**src/rtl/and16_serial.sv**
```systemverilog
// and16_serial: bit-serial bitwise logic unit (AND/NAND/OR/XOR).
// The operands are taken in parallel over a valid/ready handshake. One bit is
// evaluated per clock, LSB first, through a single Nand-built slice. The
// parallel result is returned over a second valid/ready handshake.
//
// state | meaning
// IDLE  | waiting for an operand pair; in_ready high
// SHIFT | WIDTH cycles, one result bit per cycle, LSB first
// DONE  | result held on out with out_valid high until out_ready
module and16_serial #(
  parameter int WIDTH = 16,
  parameter int CNT_W = 5
) (
  input  logic             clk,
  input  logic             rst_n,
  input  logic             in_valid,
  output logic             in_ready,
  input  logic [WIDTH-1:0] in_a,
  input  logic [WIDTH-1:0] in_b,
  input  logic [1:0]       op,
  output logic             out_valid,
  input  logic             out_ready,
  output logic [WIDTH-1:0] out,
  output logic             busy
);

  localparam logic [1:0] ST_IDLE  = 2'd0;
  localparam logic [1:0] ST_SHIFT = 2'd1;
  localparam logic [1:0] ST_DONE  = 2'd2;

  localparam logic [1:0] OP_AND  = 2'b00;
  localparam logic [1:0] OP_NAND = 2'b01;
  localparam logic [1:0] OP_OR   = 2'b10;

  localparam logic [CNT_W-1:0] CNT_LAST = CNT_W'(WIDTH - 1);

  logic [1:0]       state;
  logic [WIDTH-1:0] sa;
  logic [WIDTH-1:0] sb;
  logic [WIDTH-1:0] res;
  logic [WIDTH-1:0] out_r;
  logic [1:0]       op_r;
  logic [CNT_W-1:0] cnt;

  function automatic logic nand2(input logic x, input logic y);
    return ~(x & y);
  endfunction

  // Bit slice: every function is composed only of 2-input Nand gates.
  logic a0, b0;
  logic n_ab, n_a, n_b;
  logic f_and, f_nand, f_or, f_xor;
  logic r_bit;

  assign a0     = sa[0];
  assign b0     = sb[0];
  assign n_ab   = nand2(a0, b0);
  assign n_a    = nand2(a0, a0);
  assign n_b    = nand2(b0, b0);
  assign f_nand = n_ab;
  assign f_and  = nand2(n_ab, n_ab);
  assign f_or   = nand2(n_a, n_b);
  assign f_xor  = nand2(nand2(a0, n_ab), nand2(b0, n_ab));

  // Select the slice output for the op latched at accept time.
  always_comb begin
    r_bit = f_xor;
    case (op_r)
      OP_AND:  r_bit = f_and;
      OP_NAND: r_bit = f_nand;
      OP_OR:   r_bit = f_or;
      default: r_bit = f_xor;
    endcase
  end

  logic [WIDTH-1:0] res_next;
  logic             last_bit;

  assign res_next = {r_bit, res[WIDTH-1:1]};
  assign last_bit = (cnt == CNT_LAST);

  // Sequencer: accept, shift WIDTH bits, then hold the result until consumed.
  always_ff @(posedge clk or negedge rst_n) begin
    if (!rst_n) begin
      state <= ST_IDLE;
      sa    <= '0;
      sb    <= '0;
      res   <= '0;
      out_r <= '0;
      op_r  <= '0;
      cnt   <= '0;
    end else begin
      case (state)
        ST_IDLE: begin
          if (in_valid) begin
            sa    <= in_a;
            sb    <= in_b;
            op_r  <= op;
            cnt   <= '0;
            state <= ST_SHIFT;
          end
        end
        ST_SHIFT: begin
          res <= res_next;
          sa  <= sa >> 1;
          sb  <= sb >> 1;
          if (last_bit) begin
            // Result word is complete with this edge's bit; present it directly.
            out_r <= res_next;
            state <= ST_DONE;
          end else begin
            cnt <= cnt + CNT_W'(1);
          end
        end
        ST_DONE: begin
          if (out_ready) begin
            state <= ST_IDLE;
          end
        end
        default: state <= ST_IDLE;
      endcase
    end
  end

  assign in_ready  = (state == ST_IDLE);
  assign out_valid = (state == ST_DONE);
  assign busy      = (state != ST_IDLE);
  assign out       = out_r;

endmodule

```
**config.mk**
```make
export PLATFORM = sky130hd
export DESIGN_NAME = and16_serial
export DESIGN_NICKNAME = d
export VERILOG_FILES = /design/src/rtl/and16_serial.sv
export SDC_FILE = /design/constraint.sdc
export NUM_CORES = 1
export LEC_CHECK = 0
export ABC_AREA = 1
export CAP_MARGIN = 10
export CORE_MARGIN = 2
export CORE_UTILIZATION = 56
export DETAILED_ROUTE_END_ITERATION = 16
export PLACE_DENSITY = 0.84
export SLEW_MARGIN = 20
export SYNTH_ARGS = -nofsm -noshare
export SYNTH_HDL_FRONTEND = slang
export SYNTH_SLANG_ARGS = --single-unit
```
**constraint.sdc**
```tcl
create_clock -name clk -period 2.6 [get_ports clk]
set_clock_uncertainty 0.2 [all_clocks]
set_input_delay 0.26 -clock clk [delete_from_list [all_inputs] [get_ports clk]]
set_output_delay 0.26 -clock clk [all_outputs]
set_load 0.01 [all_outputs]
```
==> flow_summary.yaml, run 1 <==
status:
  outcome: "finished clean"
clock_network:
  cts_buffers: 9
  root_buffer: "clkbuf_8"
  ctsLongestPathBuffers: 2
  cts_tree: "yes"
  htree_levels: 3
  clk_pin_slew_worst_paths_ns: 0.07
  cts.sinks: 72
  clkLatencyLatePin_ns: 0.35
global_routing:
  overflow: 0
  grt_antenna_before_repair: 0
  grtUsageTotal_pct: 21.63
  grt_max_degree: 73
  grt_pass1_vias: 2480
  grt_pass1_wl_mm: 10.41
cells_and_area:
  seqCellArea_mm2: 0.001802
  drive_gt1_share_pct: 6.095
  fillers: 424
  fin_nets: 480
  multiInputGateArea_mm2: 0.001057
  stdcell_count: 515
  antenna_cells: 0
  area_growth_pct: 25.64
logic_synthesis:
  synth.top_cell.area_share_pct: 56.63
  synth_cells: 384
  ys_ff_latch: 72
  synth-main-ff-cell: "dfrtp_1"
  ys_async_sr_fraction_pct: 100.0
  syn_area_mm2: 0.003182
  yosysMostFrequentCell: "nand2_1"
  muxShareOfSynthArea_pct: 0
  synth_enable_flop_cells: 0
  yosys.area_share.simple_pct: 16.20
  synth_nets: 426
  synth_top_family_by_area: "simple AND/OR/NAND/NOR gates"
  synth_cell_types: 19
  yosys-top-cells-count: "nand2_1, dfrtp_1, o21ai_1, inv_1, o21ai_0"
  synth-compound-area-share_pct: 15.45
  synth_area_leader_cell: "dfrtp_1"
  synth_area_per_cell_um2: 8.286
  synth_area_leaders: "dfrtp_1, nand2_1, o21ai_1, inv_1, o21ai_0"
  ys_seq_area_share_pct: 56.63
  yosys.area_share.xor_xnor_pct: 0
  ys.warnings.count: 0
  synth_fa_ha_area_share_pct: 1.573
job:
  maxCapViolations: 0
sta:
  final_hold_viol_count: 0
  setup_violations: 0
  maxSlewHeadroom_pct: 67.61
  clock.fmax_mhz: 491.4
  min_period_ns: 2.035
  tightest_slew_ns: 0.4859
  slew_violations: 0
  period_share_pct: 78.27
  tns_ns: 0
  rsz0062_at_grt: "false"
detailed_routing:
  first_iter_violations: 154
  drc: 0
  vias_per_cell: 5.019
  wire_per_inst_um: 11.86
  ant_nets: 0
  via_count: 2585
  drt-total-wl_mm: 6.109
  drt-pass1-iter-count: 4
critical_path:
  critical_path_class: "flip-flop to flip-flop"
  critical_path.max_fanout: 30
  crit_slowest_cell: "dfrtp_1"
  crit_chain: "ha_1 -> nand2_1 -> nor2_1 -> ha_1 -> inv_1 -> nor2_2 -> inv_1 -> buf_4 -> nand2_1 -> o21ai_1"
  rrSetupSlack_ns: 0.56
  start_kind: "flip-flop"
  path_delay_family: "simple AND/OR/NAND/NOR gates"
  end_kind: "flip-flop"
  max_stage_delay_ns: 0.37
  crit_required_ns: 2.63
  crit_arrival_ns: 2.06
  worst-path-buf-inv: 3
power_and_ir_drop:
  sequentialPowerShare_pct: 38.8
  leakage_uw: 0.001868
  switching_share_pct: 38.23
  combPwrFrac_pct: 42.0
  p_int_uw: 2849
  max-vdd-ir-drop_mv: 0.7927
  p_sw_uw: 1763
  pwr-share-clk_pct: 19.2
  p_per_area_mw_per_mm2: 1154
placement:
  port_buffers: 56
  gp_routability_congestion: 0.7821
  place_hpwl_mm: 4.157
  dpl.cell_count: 498
floorplan:
  io_pins: 57
  die_h_um: 79.38
  die-area_mm2: 0.006300
  dieWidth_um: 79.38
  rows: 27
  start_util_pct: 57.78
  core_area_mm2: 0.005507
min_path:
  holdCritPathClass: "primary input to async pin"
cell usage in the layout, fill, tap and decap left out:
cell type | netlist | layout
bufinv_16 | 0 | 1
nor2_1 | 7 | 7
ha_1 | 4 | 4
inv_1 | 57 | 57
o31ai_1 | 1 | 1
nand2_1 | 119 | 119
o21ai_0 | 22 | 22
clkbuf_8 | 0 | 11
clkinv_2 | 0 | 2
nand3_1 | 2 | 2
o21ai_1 | 72 | 72
a21oi_1 | 1 | 1
clkbuf_1 | 2 | 2
dlygate4sd3_1 | 0 | 1
buf_2 | 12 | 1
buf_4 | 4 | 3
nor2_2 | 2 | 2
clkdlybuf4s50_1 | 0 | 55
buf_12 | 0 | 2
nand2_2 | 2 | 2
inv_2 | 2 | 2
dfrtp_1 | 72 | 72
o21ai_2 | 1 | 1
nor3b_1 | 1 | 1
power groups by stage:
stage	registers [µW]	logic, µW	clock network (µW)
final	1790	1940	884
after global routing	1840	2220	946
after CTS	1790	1950	904
after detailed placement	1810	1940	0
after global placement	1790	1850	0
after floorplan	1800	1370	0
path summary, 6_finish.rpt:
kind                       endpoint     start  cells past startpoint
hold reg to reg              res[4]    res[4]                      2
setup reg to reg             out[1]    cnt[1]                     10
min in group clk             sa[15]  in_a[15]                      3
hold / removal               out[5]     rst_n                      3
setup / recovery             out[1]    cnt[1]                     10
max in group asynchronous  state[0]     rst_n                      3
flip-flops by register name, summed over array words and instances, names as in the netlist:
signal,flops
sa,16
state,2
res,15
sb,16
op_r,2
cnt,5
out,16
final cells by class:
| class | count | share of cell area (%) |
|---|---|---|
| tap | 72 | 2.254 |
| inverter | 59 | 5.540 |
| clock inverter | 3 | 1.002 |
| clock buffer | 13 | 3.975 |
| sequential | 72 | 45.07 |
| multi-input combinational | 234 | 26.45 |
| timing repair buffer | 62 | 15.71 |
metrics by stage:
stage / total power, µW / area [µm²] / setup slack [ns] / util (%) / hold slack (ns)
final: 4611 / 3998 / 0.5649 / 72.60 / 0.2474
after global routing: 5009 / 3998 / 0.3648 / 72.60 / 0.2885
after CTS: 4649 / 3998 / 0.5647 / 72.60 / 0.2636
after detailed placement: 3749 / 3789 / 0.5857 / 68.80 / 0.1170
after global placement: 3630 / 3789 / 0.6746 / 68.80 / 0.1127
after floorplan: 3179 / 3182 / 0.9202 / - / -0.2356
layer usage:
layer / vias up / wire length [µm] / track usage [%]
li1: 1313 / - / -
met5: - / 0 / 0
met1: 1198 / 2838 / 26.90
met4: 0 / 110 / 10.34
met3: 12 / 250 / 7.014
met2: 62 / 2910 / 34.32
logic make-up (layout without fill, tap and decap cells):
group           count (synthesis)  after routing
simple gates                  133            133
compound gates                 97             97
buf+inv                        78            137
flops                          72             72
fa+ha+maj                       4              4
worst reg2reg max path: stages (launching register included):
cell and delay, ns:
dfrtp_1 0.37, ha_1 0.19, nand2_1 0.08, nor2_1 0.10, ha_1 0.24, inv_1 0.08, nor2_2 0.15, inv_1 0.09
buf_4 0.23, nand2_1 0.11, o21ai_1 0.06
repair_timing:
action                                 in CTS  in global routing
buffers inserted                            0                  0
endpoints found under the hold margin      72                  0
hold buffers                                1                  0
gates resized for setup                     0                  0
(Power assumes the default switching activity.)
==> inputs of run 2 (changes only) <==
Settings changed: CORE_UTILIZATION 56 to 52, PLACE_DENSITY 0.84 to 0.79.
Clock period 2.6 ns to 1.9 ns, I/O delays scaled along.
==> run 2 against run 1 <==
Against the previous run: count of clock-buffer cells in the layout is 4 lower; critical path depth is 1 lower; sequential cell count stayed put; final cell count up 1.4%; critical endpoint is now cnt[2].
==> flow_summary.yaml, run 2 (synthesis gave the netlist of run 1 again) <==
clock_network:
  htree_levels: 3
  root_buffer: "clkbuf_8"
  clk_pin_slew_worst_paths_ns: 0.08
  clkLatencyLatePin_ns: 0.35
  cts_tree: "yes"
  ctsLongestPathBuffers: 2
  cts.sinks: 72
  cts_buffers: 9
power_and_ir_drop:
  leakage_uw: 0.001917
  p_per_area_mw_per_mm2: 1552
  max-vdd-ir-drop_mv: 0.7176
critical_path:
  crit_required_ns: 1.94
  crit_chain: "ha_2 -> nand2_1 -> nor2_2 -> ha_2 -> buf_4 -> o21ai_2 -> inv_2 -> nand2_1 -> nand2_1"
  cp_num_cells: 9
  crit_top_cell: "nand2_1"
  crit_slowest_cell: "dfrtp_1"
  path_delay_family: "flip-flops"
  worst-path-buf-inv: 2
  worst-r2r-cell-count: 9
  crit_arrival_ns: 1.82
  critical_path.max_fanout: 6
  critical_path_class: "flip-flop to flip-flop"
  max_stage_delay_ns: 0.41
  end_kind: "flip-flop"
  start_kind: "flip-flop"
cells_and_area:
  drive_gt1_share_pct: 8.949
  multiInputGateArea_mm2: 0.001077
  fillers: 455
  antenna_cells: 0
  layout_common_cells: "nand2_1, o21ai_1, dfrtp_1"
  seqCellArea_mm2: 0.001803
  stdcell_count: 522
  fin_nets: 484
  final_area_mm2: 0.004078
  final_common_cell: "nand2_1"
  area_growth_pct: 28.16
global_routing:
  grt_antenna_before_repair: 0
  grt_pass1_wl_mm: 9.687
  grt_max_degree: 73
  overflow: 0
  grtUsageTotal_pct: 18.84
  grt_pass1_vias: 2314
detailed_routing:
  vias_per_cell: 4.849
  via_count: 2531
  wire_per_inst_um: 10.73
  drc: 0
  first_iter_violations: 126
  ant_nets: 0
  drt-total-wl_mm: 5.603
  drt-pass1-iter-count: 4
sta:
  maxSlewHeadroom_pct: 75.02
  tightest_slew_ns: 0.3747
  rsz0062_at_grt: "false"
  period_share_pct: 93.66
  clock.fmax_mhz: 561.9
  final_hold_viol_count: 0
  tns_ns: 0
  setup_violations: 0
  min_period_ns: 1.780
  slew_violations: 0
placement:
  gp_routability_congestion: 0.7680
  place_hpwl_mm: 3.841
  placed_cell_area_mm2: 0.003830
  dpl.cell_count: 504
  port_buffers: 56
job:
  maxCapViolations: 0
floorplan:
  io_pins: 57
  die-area_mm2: 0.006761
  start_util_pct: 53.74
  dieWidth_um: 82.23
  core_area_mm2: 0.005921
  rows: 28
  die_h_um: 82.23
status:
  outcome: "finished clean"
min_path:
  holdCritPathClass: "primary input to async pin"
## run 2: timing repair
action | 4_1_cts | 5_1_grt
pin swaps | 0 | 4
hold endpoints to repair | 72 | 0
endpoints found under the setup margin | 2 | 19
gates resized for setup | 2 | 10
buffers inserted | 0 | 1
hold buffers | 1 | 0
## run 2: through the flow
step / worst slack [ns] / total power, µW / hold WS (ns) / utilization (%)
after global routing: 0.006857 / 6910 / 0.2093 / 68.87
after detailed placement: 0.03722 / 5141 / 0.03364 / 64.69
after CTS: 0.008398 / 6391 / 0.1804 / 68.39
final: 0.1204 / 6328 / 0.1797 / 68.87
after floorplan: 0.2202 / 4351 / -0.3056 / -
after global placement: 0.1524 / 5035 / 0.02964 / 64.69
## run 2: path summary, 6_finish.rpt
kind | start | to | slack, ns
worst max register to register | cnt[1] | cnt[2] | 0.12
worst min register to register | res[1] | out[0] | 0.28
worst max-delay path | cnt[1] | cnt[2] | 0.12
min in group clk | out_ready | state[1] | 0.20
max in group asynchronous | rst_n | state[0] | 0.98
worst min-delay path | rst_n | sb[14] | 0.18
## run 2: worst register-to-register path, cell delays in order (launching register included)
cell     delay (ns)
dfrtp_1        0.41
ha_2           0.20
nand2_1        0.09
nor2_2         0.05
ha_2           0.18
buf_4          0.14
o21ai_2        0.25
inv_2          0.06
nand2_1        0.06
nand2_1        0.05
## run 2: final cells by class
type	instances	area share, %
Sequential cell	72	44.22
Clock buffer	9	3.038
Timing Repair Buffer	66	16.60
Inverter	59	5.431
Tap cell	75	2.301
Multi-Input combinational cell	234	26.42
Clock inverter	7	1.994
## run 2: report_power, final
| group | internal, µW | switching, µW |
|---|---|---|
| logic | 1090 | 1580 |
| registers | 2180 | 270 |
| clock network | 619 | 596 |
## run 2: per-layer routing
| layer | vias to the layer above | routed length (µm) | GRT usage [%] |
|---|---|---|---|
| met3 | 11 | 244 | 4.022 |
| met2 | 49 | 2627 | 30.81 |
| met1 | 1154 | 2627 | 23.78 |
| li1 | 1317 | - | - |
| met5 | - | 0 | 0 |
| met4 | 0 | 103 | 9.167 |
==> inputs of run 3 (changes only) <==
Clock period 1.9 ns to 1.7 ns, I/O delays scaled along.
==> run 3 against run 2 <==
Against the previous run: the flow now finishes with violations (setup timing); final area is 8.2% higher; fmax is 2.9% higher; non-clock buffer count is 16 higher; worst setup slack worse by 0.15 ns; count of clock-buffer cells in the layout stayed put; sequential cell count stayed put; global-route usage is 1.4 points higher; combinational power is 40% higher; via count is 7.4% higher; critical endpoint is now out[4]; highest routed layer unchanged.
==> flow_summary.yaml, run 3 (synthesis gave the netlist of run 1 again) <==
status:
  outcome: "finished, violations left"
  violations: "setup timing"
sta:
  final_hold_viol_count: 0
  period_share_pct: 101.7
  setup_violations: 6
  rsz0062_at_grt: "true"
  tns_ns: -0.07492
  clock.fmax_mhz: 578.4
  tightest_slew_ns: 0.4558
  slew_violations: 0
  timing.final.ws_setup_ns: -0.02877
  maxSlewHeadroom_pct: 69.61
  whs_ns: 0.1202
  min_period_ns: 1.729
clock_network:
  root_buffer: "clkbuf_8"
  cts_tree: "yes"
  cts.sinks: 72
  ctsLongestPathBuffers: 2
  clk_pin_slew_worst_paths_ns: 0.08
  htree_levels: 3
  clkLatencyLatePin_ns: 0.34
  cts_buffers: 9
floorplan:
  die-area_mm2: 0.006761
  die_h_um: 82.23
  rows: 28
  start_util_pct: 53.74
  core_area_mm2: 0.005921
  io_pins: 57
  dieWidth_um: 82.23
detailed_routing:
  via_count: 2718
  vias_per_cell: 5.052
  ant_nets: 0
  wire_per_inst_um: 13.34
  drc: 0
  drt-total-wl_mm: 7.176
  first_iter_violations: 159
  drt-pass1-iter-count: 4
global_routing:
  overflow: 0
  grt_antenna_before_repair: 0
  grtUsageTotal_pct: 20.23
  grt_max_degree: 44
  grt_pass1_vias: 2499
  grt_pass1_wl_mm: 10.40
placement:
  place_hpwl_mm: 4.103
  placed_cell_area_mm2: 0.003860
  gp_routability_congestion: 0.7633
  port_buffers: 56
power_and_ir_drop:
  power.total_uw: 7842
  max-vdd-ir-drop_mv: 0.8463
  leakage_uw: 0.002114
  p_per_area_mw_per_mm2: 1777
job:
  maxCapViolations: 0
critical_path:
  crit_chain: "ha_2 -> nand2_1 -> nor2_1 -> ha_2 -> inv_2 -> nor2_4 -> inv_4 -> clkbuf_16 -> o21ai_1"
  start_kind: "flip-flop"
  worst-r2r-cell-count: 9
  timing.rr.end: "out[4]"
  startpoint: "cnt[1]"
  r2r-start: "cnt[1]"
  crit_arrival_ns: 1.79
  crit_slowest_cell: "dfrtp_1"
  cp-endpoint: "out[4]"
  crit_required_ns: 1.76
  critical_path.max_fanout: 11
  end_kind: "flip-flop"
  critical_path_class: "flip-flop to flip-flop"
  crit_top_cell: "ha_2"
  max_stage_delay_ns: 0.36
  rrSetupSlack_ns: -0.03
min_path:
  holdCritPathClass: "primary input to async pin"
cells_and_area:
  antenna_cells: 0
  drive_gt1_share_pct: 17.49
  fin_nets: 500
  final_area_mm2: 0.004413
  final_common_cell: "nand2_1"
  layout_common_cells: "nand2_1, dfrtp_1, o21ai_1"
  area_growth_pct: 38.69
## run 3: layer usage
layer	share of wire [%]	global-route usage (%)	routed length (µm)	up-vias
met5	0	0	0	-
met1	41	24.24	2974	1275
met3	4.7	4.348	339	17
met4	1.9	9.500	134	0
met2	52	34.68	3728	83
li1	-	-	-	1343
## run 3: power by group
part           switching, µW  total (µW)  internal (µW)
Sequential               335        2770           2430
Clock                    655        1330            677
Combinational           2090        3740           1650
## run 3: critical path, delay by kind of cell (launching register included)
family	cells	cell delay, ns
flops	1	0.36
simple gates	3	0.28
compound gates	1	0.15
buf+inv	3	0.29
fa+ha+maj	2	0.37
## run 3: cell type report
type | count | area [µm²]
Multi-Input combinational cell | 234 | 1182
Clock inverter | 7 | 72.57
Inverter | 59 | 227.7
Fill cell | 431 | 1508
Tap cell | 75 | 93.84
Timing Repair Buffer | 82 | 910.9
Clock buffer | 9 | 123.9
Sequential cell | 72 | 1802
## run 3: worst min-delay path by stage
| stage | startpoint | to | slack [ns] | depth (start not counted) |
|---|---|---|---|---|
| 6_report | rst_n | sb[12] | 0.12 | 2 |
| 5_1_grt | rst_n | sb[12] | 0.16 | 2 |
| 4_1_cts | rst_n | sb[12] | 0.13 | 2 |
| 3_5_place_dp | rst_n | sb[14] | -0.05 | 1 |
| 3_3_place_gp | rst_n | sb[14] | -0.05 | 1 |
| 2_1_floorplan | rst_n | cnt[0] | -0.33 | 0 |
## run 3: timing repair
item,4_1_cts,5_1_grt
gates resized for setup,16,47
endpoints found under the hold margin,72,0
buffers inserted,4,4
hold buffers,1,0
cloned,0,5
setup endpoints to repair,20,56
pin swaps,4,6
## run 3: per-stage QoR
| stage | utilization (%) | cells | setup WS, ns |
|---|---|---|---|
| floorplan | - | 384 | 0.02019 |
| global placement | 65.19 | 508 | -0.0002257 |
| detailed placement | 65.19 | 508 | -0.08081 |
| CTS | 69.72 | 529 | -0.01573 |
| global route | 74.54 | 538 | -0.1449 |
| finish | 74.54 | 538 | -0.02877 |
